--- src/rtl/cpu_mem_arbiter_pkg.sv ---
// Shared encodings for the CPU memory-bus arbiter: FSM states, bus owner and
// the saturating starvation-counter helper.
package cpu_mem_arbiter_pkg;

    typedef enum logic [1:0] {
        StIdle   = 2'd0,
        StIssue  = 2'd1,
        StWaitRd = 2'd2,
        StDone   = 2'd3
    } arb_state_e;

    typedef enum logic {
        OwnFetch = 1'b0,
        OwnData  = 1'b1
    } arb_owner_e;

    localparam int unsigned StarveCntW = 4;
    localparam logic [1:0]  FullMask   = 2'b11;

    function automatic logic [StarveCntW-1:0] starve_inc(input logic [StarveCntW-1:0] cnt,
                                                         input logic [StarveCntW-1:0] limit);
        return (cnt >= limit) ? cnt : cnt + 1'b1;
    endfunction

endpackage

--- src/rtl/cpu_mem_arbiter.sv ---
// Arbitrates the single memory bus between instruction fetch and load/store,
// one outstanding transaction at a time, with a starvation guard for fetch.
module cpu_mem_arbiter
    import cpu_mem_arbiter_pkg::*;
#(
    parameter int unsigned ADDRESS_BITS = 16,
    parameter int unsigned BITS         = 16,
    parameter int unsigned STARVE_LIMIT = 4
) (
    input  logic                    CLK,
    input  logic                    RSTb,
    input  logic                    fetch_req,
    input  logic [ADDRESS_BITS-1:0] fetch_addr,
    output logic [BITS-1:0]         fetch_data,
    output logic                    fetch_ack,
    input  logic                    load_memory,
    input  logic                    store_memory,
    input  logic [ADDRESS_BITS-1:0] load_store_address,
    input  logic [BITS-1:0]         memory_out,
    input  logic [1:0]              memory_wr_mask,
    output logic [BITS-1:0]         ls_rdata,
    output logic                    ls_ack,
    output logic                    stall_pipeline,
    output logic [ADDRESS_BITS-1:0] mem_addr,
    output logic [BITS-1:0]         mem_wdata,
    output logic [1:0]              mem_wr_mask,
    output logic                    mem_wr,
    output logic                    mem_valid,
    input  logic                    mem_ready,
    input  logic                    mem_rvalid,
    input  logic [BITS-1:0]         mem_rdata
);

    localparam logic [StarveCntW-1:0] Limit = StarveCntW'(STARVE_LIMIT);

    arb_state_e              state_q;
    arb_owner_e              owner_q;
    logic [StarveCntW-1:0]   starve_cnt_q;
    logic [ADDRESS_BITS-1:0] addr_q;
    logic [BITS-1:0]         wdata_q;
    logic [1:0]              mask_q;
    logic                    wr_q;
    logic                    valid_q;
    logic [BITS-1:0]         fetch_data_q;
    logic [BITS-1:0]         ls_rdata_q;
    logic                    fetch_ack_q;
    logic                    ls_ack_q;

    logic data_req;
    logic data_wins;

    assign data_req  = load_memory | store_memory;
    assign data_wins = data_req & (~fetch_req | (starve_cnt_q < Limit));

    always_ff @(posedge CLK) begin
        if (!RSTb) begin
            state_q      <= StIdle;
            owner_q      <= OwnFetch;
            starve_cnt_q <= '0;
            addr_q       <= '0;
            wdata_q      <= '0;
            mask_q       <= FullMask;
            wr_q         <= 1'b0;
            valid_q      <= 1'b0;
            fetch_data_q <= '0;
            ls_rdata_q   <= '0;
            fetch_ack_q  <= 1'b0;
            ls_ack_q     <= 1'b0;
        end else begin
            fetch_ack_q <= 1'b0;
            ls_ack_q    <= 1'b0;
            if (!fetch_req) begin
                starve_cnt_q <= '0;
            end

            unique case (state_q)
                StIdle: begin
                    if (data_wins) begin
                        owner_q <= OwnData;
                        addr_q  <= load_store_address;
                        wdata_q <= store_memory ? memory_out : '0;
                        mask_q  <= memory_wr_mask;
                        wr_q    <= store_memory;
                        valid_q <= 1'b1;
                        state_q <= StIssue;
                        if (fetch_req) begin
                            starve_cnt_q <= starve_inc(starve_cnt_q, Limit);
                        end
                    end else if (fetch_req) begin
                        owner_q      <= OwnFetch;
                        addr_q       <= fetch_addr;
                        wdata_q      <= '0;
                        mask_q       <= FullMask;
                        wr_q         <= 1'b0;
                        valid_q      <= 1'b1;
                        state_q      <= StIssue;
                        starve_cnt_q <= '0;
                    end
                end
                StIssue: begin
                    if (mem_ready) begin
                        valid_q <= 1'b0;
                        // A read whose data comes back with the accept skips WAIT_RD.
                        if (wr_q || mem_rvalid) begin
                            if (!wr_q && owner_q == OwnFetch) fetch_data_q <= mem_rdata;
                            if (!wr_q && owner_q == OwnData)  ls_rdata_q   <= mem_rdata;
                            fetch_ack_q <= (owner_q == OwnFetch);
                            ls_ack_q    <= (owner_q == OwnData);
                            state_q     <= StDone;
                        end else begin
                            state_q <= StWaitRd;
                        end
                    end
                end
                StWaitRd: begin
                    if (mem_rvalid) begin
                        if (owner_q == OwnFetch) fetch_data_q <= mem_rdata;
                        else                     ls_rdata_q   <= mem_rdata;
                        fetch_ack_q <= (owner_q == OwnFetch);
                        ls_ack_q    <= (owner_q == OwnData);
                        state_q     <= StDone;
                    end
                end
                StDone: begin
                    state_q <= StIdle;
                end
            endcase
        end
    end

    assign fetch_data     = fetch_data_q;
    assign fetch_ack      = fetch_ack_q;
    assign ls_rdata       = ls_rdata_q;
    assign ls_ack         = ls_ack_q;
    assign mem_addr       = addr_q;
    assign mem_wdata      = wdata_q;
    assign mem_wr_mask    = mask_q;
    assign mem_wr         = wr_q;
    assign mem_valid      = valid_q;
    assign stall_pipeline = data_req & ~ls_ack_q;

endmodule
--- config.mk ---
export PLATFORM = sky130hd
export DESIGN_NAME = cpu_mem_arbiter
export DESIGN_NICKNAME = d
export VERILOG_FILES = /design/src/rtl/cpu_mem_arbiter_pkg.sv /design/src/rtl/cpu_mem_arbiter.sv
export SDC_FILE = /design/constraint.sdc
export NUM_CORES = 1
export LEC_CHECK = 0
export CAP_MARGIN = 40
export CORE_MARGIN = 2
export CORE_UTILIZATION = 40
export CTS_CLUSTER_SIZE = 12
export DETAILED_ROUTE_END_ITERATION = 12
export PLACE_DENSITY_LB_ADDON = 0.08
export SYNTH_ARGS = -nofsm -noshare
export SYNTH_HDL_FRONTEND = slang
export SYNTH_SLANG_ARGS = --single-unit
--- constraint.sdc ---
create_clock -name CLK -period 4.2 [get_ports CLK]
set_clock_uncertainty 0.1 [all_clocks]
set_input_delay 0.84 -clock CLK [delete_from_list [all_inputs] [get_ports CLK]]
set_output_delay 0.84 -clock CLK [all_outputs]
set_load 0.01 [all_outputs]
-- Yosys cells after proc, flatten, opt, wreduce, memory -nomap -nowiden
Cells that the tools add are included.
Widths: inputs -> output; s select.
- flip-flop bits (word level): 77
- bits of input ports: 73
- output and inout port bits: 71
- logic and storage cells: 93
- add/subtract/negate cells: 1
- $lt $le $gt $ge: 2
- equality and inequality tests: 12
- muxes and demuxes: 46
- bitwise gates (word level): 7
- reduce and logical (&&, ||, !) cells: 13
- operator list (operator ; number):
    $mux 16 ; 15
    $pmux 16 s2 ; 2
    $mux 4 ; 6
    $ne 2x2->1 const B ; 7
    $mux 1 ; 13
    $mux 2 ; 6
    $reduce_and 6->1 ; 2
    $pmux 2 s4 ; 1
    $pmux 1 s2 ; 3
    $reduce_and 3->1 ; 2
    $reduce_bool 2->1 ; 3
    $add 4x1->4 const B ; 1
    $eq 2x2->1 const B ; 2
    $ge 4x3->1 const B ; 1
    $lt 4x3->1 const B ; 1
    $ne 4x4->1 const B ; 1
    $ne 3x3->1 const B ; 1
    $not 1->1 ; 3
    $and 1x1->1 ; 2
    $eq 2x1->1 const B ; 1
    $logic_and 1x1->1 ; 2
    $logic_not 2->1 ; 1
    $or 1x1->1 ; 2
    $reduce_and 2->1 ; 1
    2 further kinds ; 2

-- Longest topological paths before layout
Gate-level depths: netlist of the first run.
- depth in word-level cells: 6
- depth in mapped cells: 8
- mapped depth without buffers: 6

-- Least setup slack after synthesis of the first run
OpenSTA, ideal clock, no wires.
- path type: input to register
- start point: input port mem_rvalid
- end point: register ls_rdata_q[10] (netlist: ls_rdata[10])
- library setup time: 72 ps
- arrival: 1981 ps
- required time: 4028 ps
- slack: 2048 ps
- stages on the path: 5
- path buffers: 1
- path through: inv_1 or2_4 a221oi_4 buf_8 mux2i_1
- longest elaborated chain between the ends: 3
- elaborated cells on any way between the ends: 4
- classes of those cells: eq/ne: 2; reduce/logical: 2
- ends and longest elaborated chain (item ; RTL line ; text):
    from (decl) ; cpu_mem_arbiter.sv:30 ; input logic mem_rvalid,
    $logic_or 1x1->1 ; cpu_mem_arbiter.sv:104 ; if (wr_q || mem_rvalid) begin
    $ne 2x2->1 (no line) ; n/a ;
    $reduce_and 6->1 (no line) (*) ; n/a ;
    to (signal assigned) ; cpu_mem_arbiter.sv:106 ; if (!wr_q && owner_q == OwnData) ls_rdata_q <= mem_rdata;
    to (signal assigned) ; cpu_mem_arbiter.sv:118 ; else ls_rdata_q <= mem_rdata;
    to (decl) ; cpu_mem_arbiter.sv:45 ; logic [BITS-1:0] ls_rdata_q;
Mark *: on every way between the ends. The rest lies on a longest branch, timed or not.
A chain may end at the register's enable or synchronous reset.

-- Final worst setup path of the first run
- start point: input port store_memory
- end point: output port stall_pipeline
- longest elaborated chain between the ends: 2
- ends and longest elaborated chain (item ; RTL line ; text):
    from (decl) ; cpu_mem_arbiter.sv:17 ; input logic store_memory,
    $or 1x1->1 ; cpu_mem_arbiter.sv:52 ; assign data_req = load_memory | store_memory;
    $and 1x1->1 ; cpu_mem_arbiter.sv:140 ; assign stall_pipeline = data_req & ~ls_ack_q;
    to (decl) ; cpu_mem_arbiter.sv:23 ; output logic stall_pipeline,
Every way passes these cells.

==> metrics, run 1 <==
Mapped Nets 423; worst slew pin tran 0.6839 ns; worst path required time 3.26 ns; H-tree depth 3; clk buf depth 2; Fin. Hold Viols 0; Max Cap Viol 0; Slew HR 54.41%; Mean Syn Cell Area 9.271 um2; Startpoint Class input port; die height 93.30 um; cell area after synthesis 3189 um2; largest net degree at the start of global routing 51; CTS buffer count 9; Yosys top cell by area dfxtp_1; LEAKAGE 0.001765 uW; post-synthesis instance total 344; Post-synth EDFFs 0; worst min path class flop to flop; pre-CTS WS 1.186 ns; first-pass GRT wire length 12,630 um; Async SR Flop Fraction 0%; Routed wire per std cell 13.25 um; Pwr Total 2465 uW; fin crit period 3.026 ns; vias in the first global route 2,727; Core ar. 7727 um2; Yosys top cell area share 48.33%; critical path peak fanout 4; Final Slew Violations 0; Synth area leaders dfxtp_1, mux2i_1, nand2_1; crit path kind input port to output pin; post-route ant nets 0; layout cells sized above 1 6.584%; # rows 32; vias per inst 4.833; worst setup margin 1.174 ns; Die ar. 8704 um2; Final setup violation count 0; Synth Register Bits 77; Initial Util 41.27%; CTS Hold Buffers Added 0; via count 2,842; final HPWL from detailed placement 5524 um; DRC violations left 0; TritonRoute pass-1 iters 5; CP Data Arrival Time 2.09 ns; crit end category output pin; Area after DPL 4681 um2; Cell variety after synth 37; RSZ-0062 raised after global routing no; max incr delay on CP 0.54 ns; fin crit share 72.05%; DRT iter0 DRCs 105; Ys Warns 0; VDD IR max 0.0002461 V; TritonCTS clock tree yes; antenna violations before repair 0; root buffer cell clkbuf_8; CTS resizes 0; run status finished, final reports clean; Total GRT Usage 18.25%; register clock-pin slew on the reported worst setup and hold paths 0.08 ns; final setup TNS 0 ns; Routed WL 7793 um; FMAX 330.5 MHz; prevailing post-synth register cell dfxtp_1; Layout Nets 560; P&R area growth vs syn 52.77%; clk_lat worst skew 0.34 ns; Placer Congestion 0.7210; GR Overflow Total 0; Finished Cell Area 4872 um2; ANT cells 0; port bufs 143; CP Cell Sequence clkdlybuf4s50_1, nor2_1, nor2_1, clkdlybuf4s50_1; Seq/Total Area, Yosys 48.33%; Slowest-stage cell, CP clkdlybuf4s50_1; power per cell area 506.0 nW/um2; # Post-CTS Setup Buffers 0; die width 93.30 um; I/O pins 144; Sink Count 77; Fin Hold WS 0.3602 ns
flip-flops by register name, indices dropped and copies added (netlist names):
signal / cells
fetch_data: 16
mem_wr_mask: 2
owner_q: 1
fetch_ack: 1
state_q: 2
ls_ack: 1
ls_rdata: 16
mem_wr: 1
starve_cnt_q: 4
mem_addr: 16
mem_wdata: 16
mem_valid: 1
worst max-delay path, delay by kind of cell:
family	cells	cell delay, ns
buffers and inverters	2	1.07
AND/OR/NAND/NOR	2	0.18
cells in the final DEF (no fill, tap or decap), drive strengths merged:
cell type        n
clkdlybuf4s50  142
dfxtp           77
nand2           70
mux2i           34
nor2b           33
o21ai           19
a31oi           18
a22oi           16
clkbuf          10
nor2             9
buf              8
inv              6
ha               6
a21oi            5
nand2b           4
nand3b           3
clkinv           3
o22ai            2
nor4             2
clkinvlp         2
a211oi           2
and3             1
nor3             1
nand3            1
mux2             1
and2b            1
o211ai           1
or2              1
a221oi           1
a222oi           1
a21o             1
a31o             1
or3b             1
a21boi           1
nor3b            1
bufinv           1
per-layer routing:
metal  vias to the layer above  part of all wire, %  global-route usage, %
met5                         -                    0                      0
met4                         0                  1.5                  6.863
met3                        10                  9.1                  6.044
met2                        94                   46                  31.06
met1                      1293                   43                  21.27
li1                       1445                    -                      -
layout make-up:
| type | count | area (um2) |
|---|---|---|
| repair buffers | 150 | 1479 |
| clock buffers | 10 | 127.6 |
| well taps | 102 | 127.6 |
| clock inverters | 6 | 63.81 |
| inverters | 6 | 22.52 |
| multi-input cells | 237 | 1510 |
| flip-flops and latches | 77 | 1541 |
| fillers | 678 | 2855 |
metrics by stage:
| step | instances | utilization (%) |
|---|---|---|
| 2_1_floorplan | 344 | - |
| 6_report | 588 | 63.05 |
| 4_1_cts | 588 | 63.05 |
| 5_1_grt | 588 | 63.05 |
| 3_5_place_dp | 572 | 60.57 |
| 3_3_place_gp | 572 | 60.57 |
final timing paths:
check	slack, ns	cells after the start	end	from
max reg2reg	2.06	7	ls_rdata[5]	state_q[1]
min	0.36	2	ls_rdata[4]	ls_rdata[4]
max	1.17	4	stall_pipeline	store_memory
min reg2reg	0.36	2	ls_rdata[4]	ls_rdata[4]
cell families (layout without fill, tap and decap cells):
| kind of cell | Yosys count | count (layout) | synth area share, % |
|---|---|---|---|
| simple gates | 128 | 128 | 19.46 |
| flops | 77 | 77 | 48.33 |
| compound gates | 68 | 68 | 14.44 |
| mux | 35 | 35 | 11.02 |
| buf+inv | 30 | 172 | 4.393 |
| fa+ha+maj | 6 | 6 | 2.354 |
report_power, final:
part           switching [uW]  internal, uW  total, uW  leakage [uW]
sequential               89.9           888        978      0.000630
combinational             438           503        941       0.00104
clock                     272           274        546     0.0000923
Yosys cell counts, drive strengths merged, types with 2 or more instances:
library cell  count
o22ai             2
nor2b            33
nand2b            4
a211oi            2
clkbuf           15
buf               9
o21ai            19
a31oi            18
inv               6
nor2              9
a21oi             5
nand3b            3
a22oi            16
ha                6
nor4              2
nand2            70
mux2i            34
dfxtp            77
Power figures use the tool's default switching activity.
==> inputs of run 2 (changes only) <==
--- a/config.mk
+++ b/config.mk
@@ -7,7 +7,7 @@
 export LEC_CHECK = 0
 export CAP_MARGIN = 40
 export CORE_MARGIN = 2
-export CORE_UTILIZATION = 40
+export CORE_UTILIZATION = 37
 export CTS_CLUSTER_SIZE = 12
 export DETAILED_ROUTE_END_ITERATION = 12
 export PLACE_DENSITY_LB_ADDON = 0.08
==> constraint.sdc (replaced) <==
create_clock -name CLK -period 2.5 [get_ports CLK]
set_clock_uncertainty 0.1 [all_clocks]
set_input_delay 0.5 -clock CLK [delete_from_list [all_inputs] [get_ports CLK]]
set_output_delay 0.5 -clock CLK [all_outputs]
set_load 0.01 [all_outputs]
==> run 2 against run 1 <==
  * Wire length rose by 3.6%
  * Die area grew 7.7%
  * Final area up 2.8%
  * Clock power increased by 110%
  * Hold slack got worse by 0.0020 ns
  * Global-route usage shrank 0.84 points
  * Largest power group is now combinational cells
  * Count of clock-buffer cells in the layout is 1 higher
  * Flip-flop and latch count unchanged
  * Sequential share of layout area is 0.86 points lower
  * Via count up 0.56%
  * Critical endpoint unchanged
  * Combinational power rose by 81%
==> metrics, run 2 (synthesis gave the netlist of run 1 again) <==
antenna violations before repair 0 (unchanged); WP buf/inv 2 (unchanged); RSZ-0062 raised after global routing no; most frequent cells in the layout clkdlybuf4s50_1, dfxtp_1, nand2_1, mux2i_1, nor2b_1; LEAKAGE 0.001828 uW (+3.6%); Fin Hold WS 0.3582 ns (-0.002002 ns); VDD IR max 0.0003403 V (+38%); Routed wire per std cell 13.64 um (+2.9%); fin crit period 2.326 ns; GR Overflow Total 0 (unchanged); Fin. Hold Viols 0 (unchanged); total internal power 3129 uW (+88%); Total GRT Usage 17.42% (-0.84 points); I/O pins 144 (unchanged); H-tree depth 3 (unchanged); final HPWL from detailed placement 5626 um (+1.8%); CTS Hold Buffers Added 0 (unchanged); post-route ant nets 0 (unchanged); port bufs 143 (unchanged); Die ar. 9378 um2 (+7.7%); Combinational Power Share 37.9% (-0.3 points); CP Data Arrival Time 1.73 ns (-0.36 ns); worst hold path cell count 2 (unchanged); Slew HR 51.88% (-2.5 points); clk_lat worst skew 0.33 ns (about the same); most crowded layer after global routing met2; Final setup violation count 0 (unchanged); worst min path class flop to flop; via count 2,858 (+0.56%); die width 96.84 um (+3.8%); crit path kind input port to output pin; CP Cell Sequence clkdlybuf4s50_1, nor2_1, nor2_1, clkdlybuf4s50_1; Startpoint Class input port; die height 96.84 um (+3.8%); final setup TNS 0 ns (unchanged); register clock-pin slew on the reported worst setup and hold paths 0.08 ns (about the same); FMAX 429.9 MHz; M3 GR Usage 6.503% (+0.46 points); cell family with most CP delay buffers and inverters; CTS buffer count 9 (unchanged); largest net degree at the start of global routing 46 (-9.8%); TritonRoute pass-1 iters 6 (+1); global routing usage on met1 22.08% (+0.81 points); FF-to-FF Start state_q[1]; most common cell after layout, fill and taps aside clkdlybuf4s50_1; Core ar. 8299 um2 (+7.4%); fin crit share 93.05%; vias per inst 4.828 (-0.12%); clock share of power 25.4% (+3.3 points); Finished Cell Area 5009 um2 (+2.8%); vias in the first global route 2,847 (+4.4%); clk buf depth 2 (unchanged); M2 GR Usage 27.19% (-3.9 points); Sink Count 77 (unchanged); DRC violations left 0 (unchanged); P&R area growth vs syn 57.04%; Routed WL 8072 um (+3.6%); Critical path origin store_memory; first-pass GRT wire length 13,640 um (+8.0%); Max Cap Viol 0 (unchanged); worst path required time 1.90 ns (-1.36 ns); Slowest-stage cell, CP clkdlybuf4s50_1; Final Slew Violations 0 (unchanged); root buffer cell clkbuf_8; sw power 1344 uW (+68%); worst slew pin tran 0.7218 ns (+0.03789 ns); register share of total power 36.7% (-3.0 points); DRT iter0 DRCs 91 (-13%); ANT cells 0 (unchanged); sw frac 30.04% (-2.4 points); crit end category output pin; Placer Congestion 0.7622 (+5.7%); final design utilization 60.35% (-2.7 points); max incr delay on CP 0.54 ns (about the same); Layout Nets 562 (+0.36%); # Post-CTS Setup Buffers 0 (unchanged); layout cells sized above 1 6.982% (+0.40 points); critical path depth 4 (unchanged); TritonCTS clock tree yes; Initial Util 38.43% (-2.8 points); capture point of the worst reg-to-reg path ls_rdata[1]; power per cell area 893.0 nW/um2 (+76%); FF-to-FF setup slack 0.44 ns (-1.62 ns); CTS resizes 0 (unchanged); reg2reg path depth 7 (unchanged); run status finished, final reports clean; # rows 33 (+3.1%); critical path peak fanout 4 (unchanged); Area after DPL 4762 um2 (+1.7%); Worst Setup EP stall_pipeline
-- run 2: layout make-up --
class / count / area, um2
fill: 750 / 3291
timing repair buffer: 152 / 1556
sequential: 77 / 1541
multi-input combinational: 237 / 1510
clock buffer: 11 / 151.4
tap: 105 / 131.4
clock inverter: 4 / 95.09
inverter: 6 / 22.52
-- run 2: power by group through the flow --
| stage | Combinational, uW | Sequential, uW | Clock [uW] |
|---|---|---|---|
| 2_1_floorplan | 751 | 1770 | 0 |
| 3_3_place_gp | 1680 | 1660 | 0 |
| 3_5_place_dp | 1710 | 1670 | 0 |
| 4_1_cts | 1710 | 1640 | 1170 |
| 5_1_grt | 1850 | 1680 | 1230 |
| 6_report | 1700 | 1640 | 1140 |
-- run 2: routing by layer --
metal / part of all wire [%] / vias to the layer above
met5: 0 / -
li1: - / 1455
met4: 1.7 / 0
met2: 44 / 103
met3: 7.8 / 14
met1: 46 / 1286
-- run 2: worst min path at each step --
stage                     from         endpoint
4_1_cts            ls_rdata[8]      ls_rdata[8]
5_1_grt            ls_rdata[8]      ls_rdata[8]
6_report           ls_rdata[9]      ls_rdata[9]
3_3_place_gp       ls_rdata[1]      ls_rdata[1]
3_5_place_dp       ls_rdata[9]      ls_rdata[9]
2_1_floorplan  starve_cnt_q[3]  starve_cnt_q[3]
-- run 2: worst min-delay path, stage by stage (launching register included) --
cell and delay, ns:
dfxtp_1 0.31, nand2_1 0.05, mux2i_1 0.05
-- run 2: metrics by stage --
step                cells  power [uW]  setup slack, ns
detailed placement    577        3371           0.1632
global placement      577        3341           0.1972
floorplan             344        2524           0.4584
CTS                   592        4531           0.1725
finish                592        4473           0.1738
global route          592        4750          0.09272
==> RTL change 1, RTL diff (config.mk and constraints of run 1) <==
The parameter `BITS` goes from 16 to 12.
--- a/src/rtl/cpu_mem_arbiter.sv
+++ b/src/rtl/cpu_mem_arbiter.sv
@@ -5,5 +5,5 @@
 #(
     parameter int unsigned ADDRESS_BITS = 16,
-    parameter int unsigned BITS         = 16,
+    parameter int unsigned BITS         = 12,
     parameter int unsigned STARVE_LIMIT = 4
 ) (
Ports: changed (5 resized); port bits go from 144 to 124. The function was not compared with the original's and may differ.
==> RTL change 1 against run 1 <==
Setup slack better by 40 ps; power is 8.5% lower; wire length is 12% lower; non-clock buffer count is 21 lower; synthesized area is 17% lower; die area is 17% lower; final area is 15% lower; synthesized cell count is 13% lower; sequential share of layout area is 0.32 points lower; sequential cell count is 12 lower; critical path depth stayed put; count of clock-buffer cells in the layout is 1 higher; sequential power is 15% lower; largest power group unchanged.
==> RTL change 1: results (changes against run 1) <==
| Quantity | Value | Delta |
| --- | --- | --- |
| Synth top cells by count | sky130_fd_sc_hd__dfxtp_1, sky130_fd_sc_hd__nand2_1, sky130_fd_sc_hd__nor2_1, sky130_fd_sc_hd__mux2i_1, sky130_fd_sc_hd__a31oi_1 |  |
| DRT met1 WL | 3040 um | -10% |
| Weighted congestion reported at the end of routability-driven placement | 0.772 | +7.1% |
| # fillers | 571 | -16% |
| Hpwl dp | 4860 um | -12% |
| Syn_area_per_cell | 8.85 um^2 | -4.5% |
| Share of final layout cell area taken by clock buffers and inverters | 5.51% | +1.6 points |
| Detailed-route wire length per cell | 13.7 um | +3.3% |
| Met2 capacity usage during global routing | 31.2% | +0.12 points |
| Area added between synthesis and finish | 57.5% |  |
| Metal3 WL | 430 um | -40% |
| Fraction of power spent switching nets | 31.2% | -1.3 points |
| Endpoint of the worst hold path | ls_rdata[6]$_SDFFE_PN0P_ |  |
| Compound-gate portion of the synthesized area | 15.6% | +1.2 points |
| Rel. slew slack | 51.1% | -3.3 points |
| Met3 Resource Use GR | 4.77% | -1.3 points |
| Leakage | 1.57 nW | -11% |
| Run status | completed |  |
| CTS tree | done |  |
| Post-synthesis sequential element count | 65 | -16% |
| Met2 Wirelength | 3250 um | -9.7% |
| Share of post-route cells with drive strength above 1 | 6.84% | +0.26 points |
| Clock buf count | 11 | +1 |
| Worst setup slack for register-to-register paths | 2170 ps | +110 ps |
| Non-clock buffer share of cell area | 30.7% | +0.36 points |
| Wire length of the first global-routing pass | 11200 um | -11% |
| GR Util met1 | 24.5% | +3.2 points |
| Non-clock buffers | 129 | -14% |
| 1st-iter DRT viols | 99 | -5.7% |
| Share of synthesized area spent on multiplexers | 10.3% | -0.73 points |
| Overall power consumption | 0.00226 W | -8.5% |
| Area of placed instances | 3930 um^2 | -16% |
| Fraction of the mapped netlist area in adder cells | 2.84% | +0.49 points |
| Post-DR vias/cell | 4.97 | +2.8% |
| Maximum number of pins on one net before global-route repair | 35 | -31% |
| Worst hold path startpoint | ls_rdata[6]$_SDFFE_PN0P_ |  |
| Part of the power in registers | 37.0% | -2.7 points |
| Cells on Worst Hold Path | 2 | unchanged |
| Number of buffer cells added on primary ports | 123 | -14% |
| Total Routing Usage GR | 19.5% | +1.2 points |
| Pre-antenna DRT Iters | 4 | -1 |
| Register area | 1300 um^2 | -16% |
| Worst ir drop on vdd | 0.000270 V | +9.7% |
| Combinational power | 0.000816 W | -13% |
| WP data arrival | 2050 ps | -40 ps |
| Cell types occupying the most area after synthesis | sky130_fd_sc_hd__dfxtp_1, sky130_fd_sc_hd__mux2i_1, sky130_fd_sc_hd__nand2_1 |  |
| Comb_multi_in | 208 | -12% |
| # nets final | 490 | -13% |
| Multi-input combinational area share | 29.6% | -1.4 points |
| Number of distinct library cell variants in the gate-level netlist after synthesis | 36 | -2.7% |
| Net count after synthesis | 369 | -13% |
| Post-CTS setup buffers | 0 | unchanged |
| Register area share after synthesis | 49.3% | +0.98 points |
| Via count of the first global-routing pass | 2367 | -13% |
-- RTL change 1: changes by cell type after synthesis, sizes merged, moves of 4 or more --
cell    change
clkbuf      -4
a22oi       -4
dfxtp      -12
nor2b      -29
mux2i       -8
nand2       -9
nor2       +22
-- RTL change 1: worst min-delay path, cell delays in order (launching register included) --
cell and delay, ps:
sky130_fd_sc_hd__dfxtp_1 310, sky130_fd_sc_hd__nand2_1 50, sky130_fd_sc_hd__mux2i_1 50
-- RTL change 1: kinds of logic (layout without fill, tap and decap cells) --
logic type	Yosys count	in the layout
compound gates	64	64
simple gates	111	111
buf+inv	25	151
mux	27	27
flops	65	65
fa+ha+maj	6	6
-- RTL change 1: stage by stage --
step / worst slack, ps / hold WS, ps
after detailed placement: 1210 / 347
after CTS: 1210 / 362
after floorplan: 2180 / 354
after global placement: 1210 / 343
final: 1210 / 358
after global routing: 1160 / 377
==> RTL change 2, RTL diff (settings of run 1) <==
Without the edit above. Encoding of `arb_state_e`: now Gray code (2 bits for 4 states).
--- a/src/rtl/cpu_mem_arbiter_pkg.sv
+++ b/src/rtl/cpu_mem_arbiter_pkg.sv
@@ -4,8 +4,8 @@
 
     typedef enum logic [1:0] {
-        StIdle   = 2'd0,
-        StIssue  = 2'd1,
-        StWaitRd = 2'd2,
-        StDone   = 2'd3
+        StIdle   = 2'b00,
+        StIssue  = 2'b01,
+        StWaitRd = 2'b11,
+        StDone   = 2'b10
     } arb_state_e;
 
Function: no difference found for any inputs over 4 cycles, from zero or initial values and one cycle with RSTb low; so few cycles prove little.
==> RTL change 2 against run 1 <==
Final area decreased by 8.0%; sequential cell count is the same; wire length down 7.0%; critical path type unchanged; non-clock buffer count decreased by 3; first-iteration DRC count shrank 22%; fmax rose by 1.5%; setup slack improved by 45 ps; largest cell class unchanged; synthesized area is 11% lower.
Power is not compared: it rests on default switching activity, and its combinational part moved more than twofold at a synthesized area within 25%.
==> RTL change 2: results (changes against run 1) <==
| Quantity | Value | Delta |
| --- | --- | --- |
| Run status | completed |  |
| Synth top cells by count | sky130_fd_sc_hd__dfxtp_1, sky130_fd_sc_hd__nand2_1, sky130_fd_sc_hd__o21ai_0, sky130_fd_sc_hd__nand3_1 |  |
| Number of vias in the routed layout | 2691 | -5.3% |
| # nets final | 519 | -7.3% |
| Compound-gate portion of the synthesized area | 21.4% | +6.9 points |
| Cell types occupying the most area after synthesis | sky130_fd_sc_hd__dfxtp_1, sky130_fd_sc_hd__o21ai_0, sky130_fd_sc_hd__nand2_1 |  |
| Slew at the pin closest to its max-slew limit | 662 ps | -21.7 ps |
| DRT met1 WL | 3220 um | -4.7% |
| 1st-iter DRT viols | 82 | -22% |
| Crit Reg-Reg Endpoint | mem_addr[10]$_SDFFE_PN0P_ |  |
| Met3 Resource Use GR | 7.07% | +1.0 points |
| Register area share after synthesis | 54.6% | +6.3 points |
| Antenna fix cells | 0 | unchanged |
| Maximum number of pins on one net before global-route repair | 42 | -18% |
| Worst Setup Slack post-DPL | 1210 ps | +26.8 ps |
| Met2 Wirelength | 3200 um | -11% |
| Wire length reported by the detailed router | 7250 um | -7.0% |
| Share of post-route cells with drive strength above 1 | 6.00% | -0.58 points |
| Largest driver fanout on the critical path | 3 | -1 |
| Wire length of the first global-routing pass | 11700 um | -7.5% |
| CTS max path bufs | 2 | unchanged |
| Worst setup slack for register-to-register paths | 2530 ps | +470 ps |
| Tmin final | 2980 ps | -44.8 ps |
| Hpwl dp | 5140 um | -7.0% |
| Metal3 WL | 766 um | +7.7% |
| Fraction of the mapped netlist area in adder cells | 0.443% | -1.9 points |
| GR Util met1 | 23.6% | +2.4 points |
| Launch instance of the worst register-to-register path | starve_cnt_q[2]$_SDFFE_PN0P_ |  |
| Reg2reg path depth | 4 | -3 |
| Met2 capacity usage during global routing | 30.1% | -0.96 points |
| Worst ir drop on vdd | 0.000169 V |  |
| Via count of the first global-routing pass | 2558 | -6.2% |
| Pre-antenna DRT Iters | 4 | -1 |
| Weighted congestion reported at the end of routability-driven placement | 0.797 | +11% |
| WP data arrival | 2040 ps | -50 ps |
| Net count after synthesis | 386 | -8.7% |
| Share of synthesized area spent on multiplexers | 0% | -11 points |
| Total Routing Usage GR | 19.1% | +0.85 points |
| Root Buffer Master | sky130_fd_sc_hd__clkbuf_8 |  |
| Number of buffer cells added on primary ports | 143 | unchanged |
==> RTL change 2: changes by cell type in the layout (fill, tap and decap cells not counted), moves of 5 or more <==
cell	run 1	this run
sky130_fd_sc_hd__nand2_1	70	57
sky130_fd_sc_hd__mux2i_1	34	0
sky130_fd_sc_hd__nor2_1	9	3
sky130_fd_sc_hd__inv_1	6	1
sky130_fd_sc_hd__a22o_1	0	16
sky130_fd_sc_hd__nand3_1	1	34
sky130_fd_sc_hd__ha_1	6	1
sky130_fd_sc_hd__nor2b_1	32	2
sky130_fd_sc_hd__buf_4	7	1
sky130_fd_sc_hd__o21ai_0	18	51
sky130_fd_sc_hd__a22oi_1	16	0
==> RTL change 2: kinds of logic after synthesis <==
| family | after synthesis |
|---|---|
| simple gates | 110 |
| compound gates | 98 |
| flops | 77 |
| buf+inv | 26 |
| fa+ha+maj | 1 |
==> RTL change 2: worst min path at each step <==
stage	startpoint	endpoint	slack (ps)
floorplan	starve_cnt_q[1]$_SDFFE_PN0P_	starve_cnt_q[1]$_SDFFE_PN0P_	340
global placement	starve_cnt_q[1]$_SDFFE_PN0P_	starve_cnt_q[1]$_SDFFE_PN0P_	350
detailed placement	starve_cnt_q[1]$_SDFFE_PN0P_	starve_cnt_q[1]$_SDFFE_PN0P_	360
CTS	starve_cnt_q[1]$_SDFFE_PN0P_	starve_cnt_q[1]$_SDFFE_PN0P_	370
global route	ls_rdata[0]$_SDFFE_PN0P_	ls_rdata[0]$_SDFFE_PN0P_	390
finish	ls_rdata[9]$_SDFFE_PN0P_	ls_rdata[9]$_SDFFE_PN0P_	370
==> RTL change 2: worst register-to-register path: cells and delay by family, from the launching register on <==
kind / cells / cell delay, ps
simple gates: 2 / 720
compound gates: 2 / 430
flops: 1 / 330
==> RTL change 2: power breakdown <==
| group | internal, W | leakage (nW) | switching [W] | total (W) |
|---|---|---|---|---|
| clock network | 0.000276 | 0.0858 | 0.000272 | 0.000548 |
| logic | 0.000162 | 0.942 | 0.000121 | 0.000283 |
| registers | 0.000772 | 0.629 | 0.0000250 | 0.000797 |
==> RTL change 2: final cells by class <==
| type | count | area (um^2) |
|---|---|---|
| multi-input combinational | 209 | 1140 |
| clock buffer | 11 | 131 |
| sequential | 77 | 1540 |
| timing repair buffer | 147 | 1480 |
| fill | 611 | 2350 |
| inverter | 1 | 3.75 |
| clock inverter | 5 | 61.3 |
| tap | 96 | 120 |
==> RTL change 2: per-stage QoR <==
step,cell area [um^2],utilization [%],std cells,total power (W)
after floorplan,2820,-,312,0.000936
after global placement,4240,62.1,527,0.00109
after detailed placement,4290,62.8,530,0.00110
after CTS,4480,65.6,546,0.00165
after global routing,4480,65.6,546,0.00170
final,4480,65.6,546,0.00163
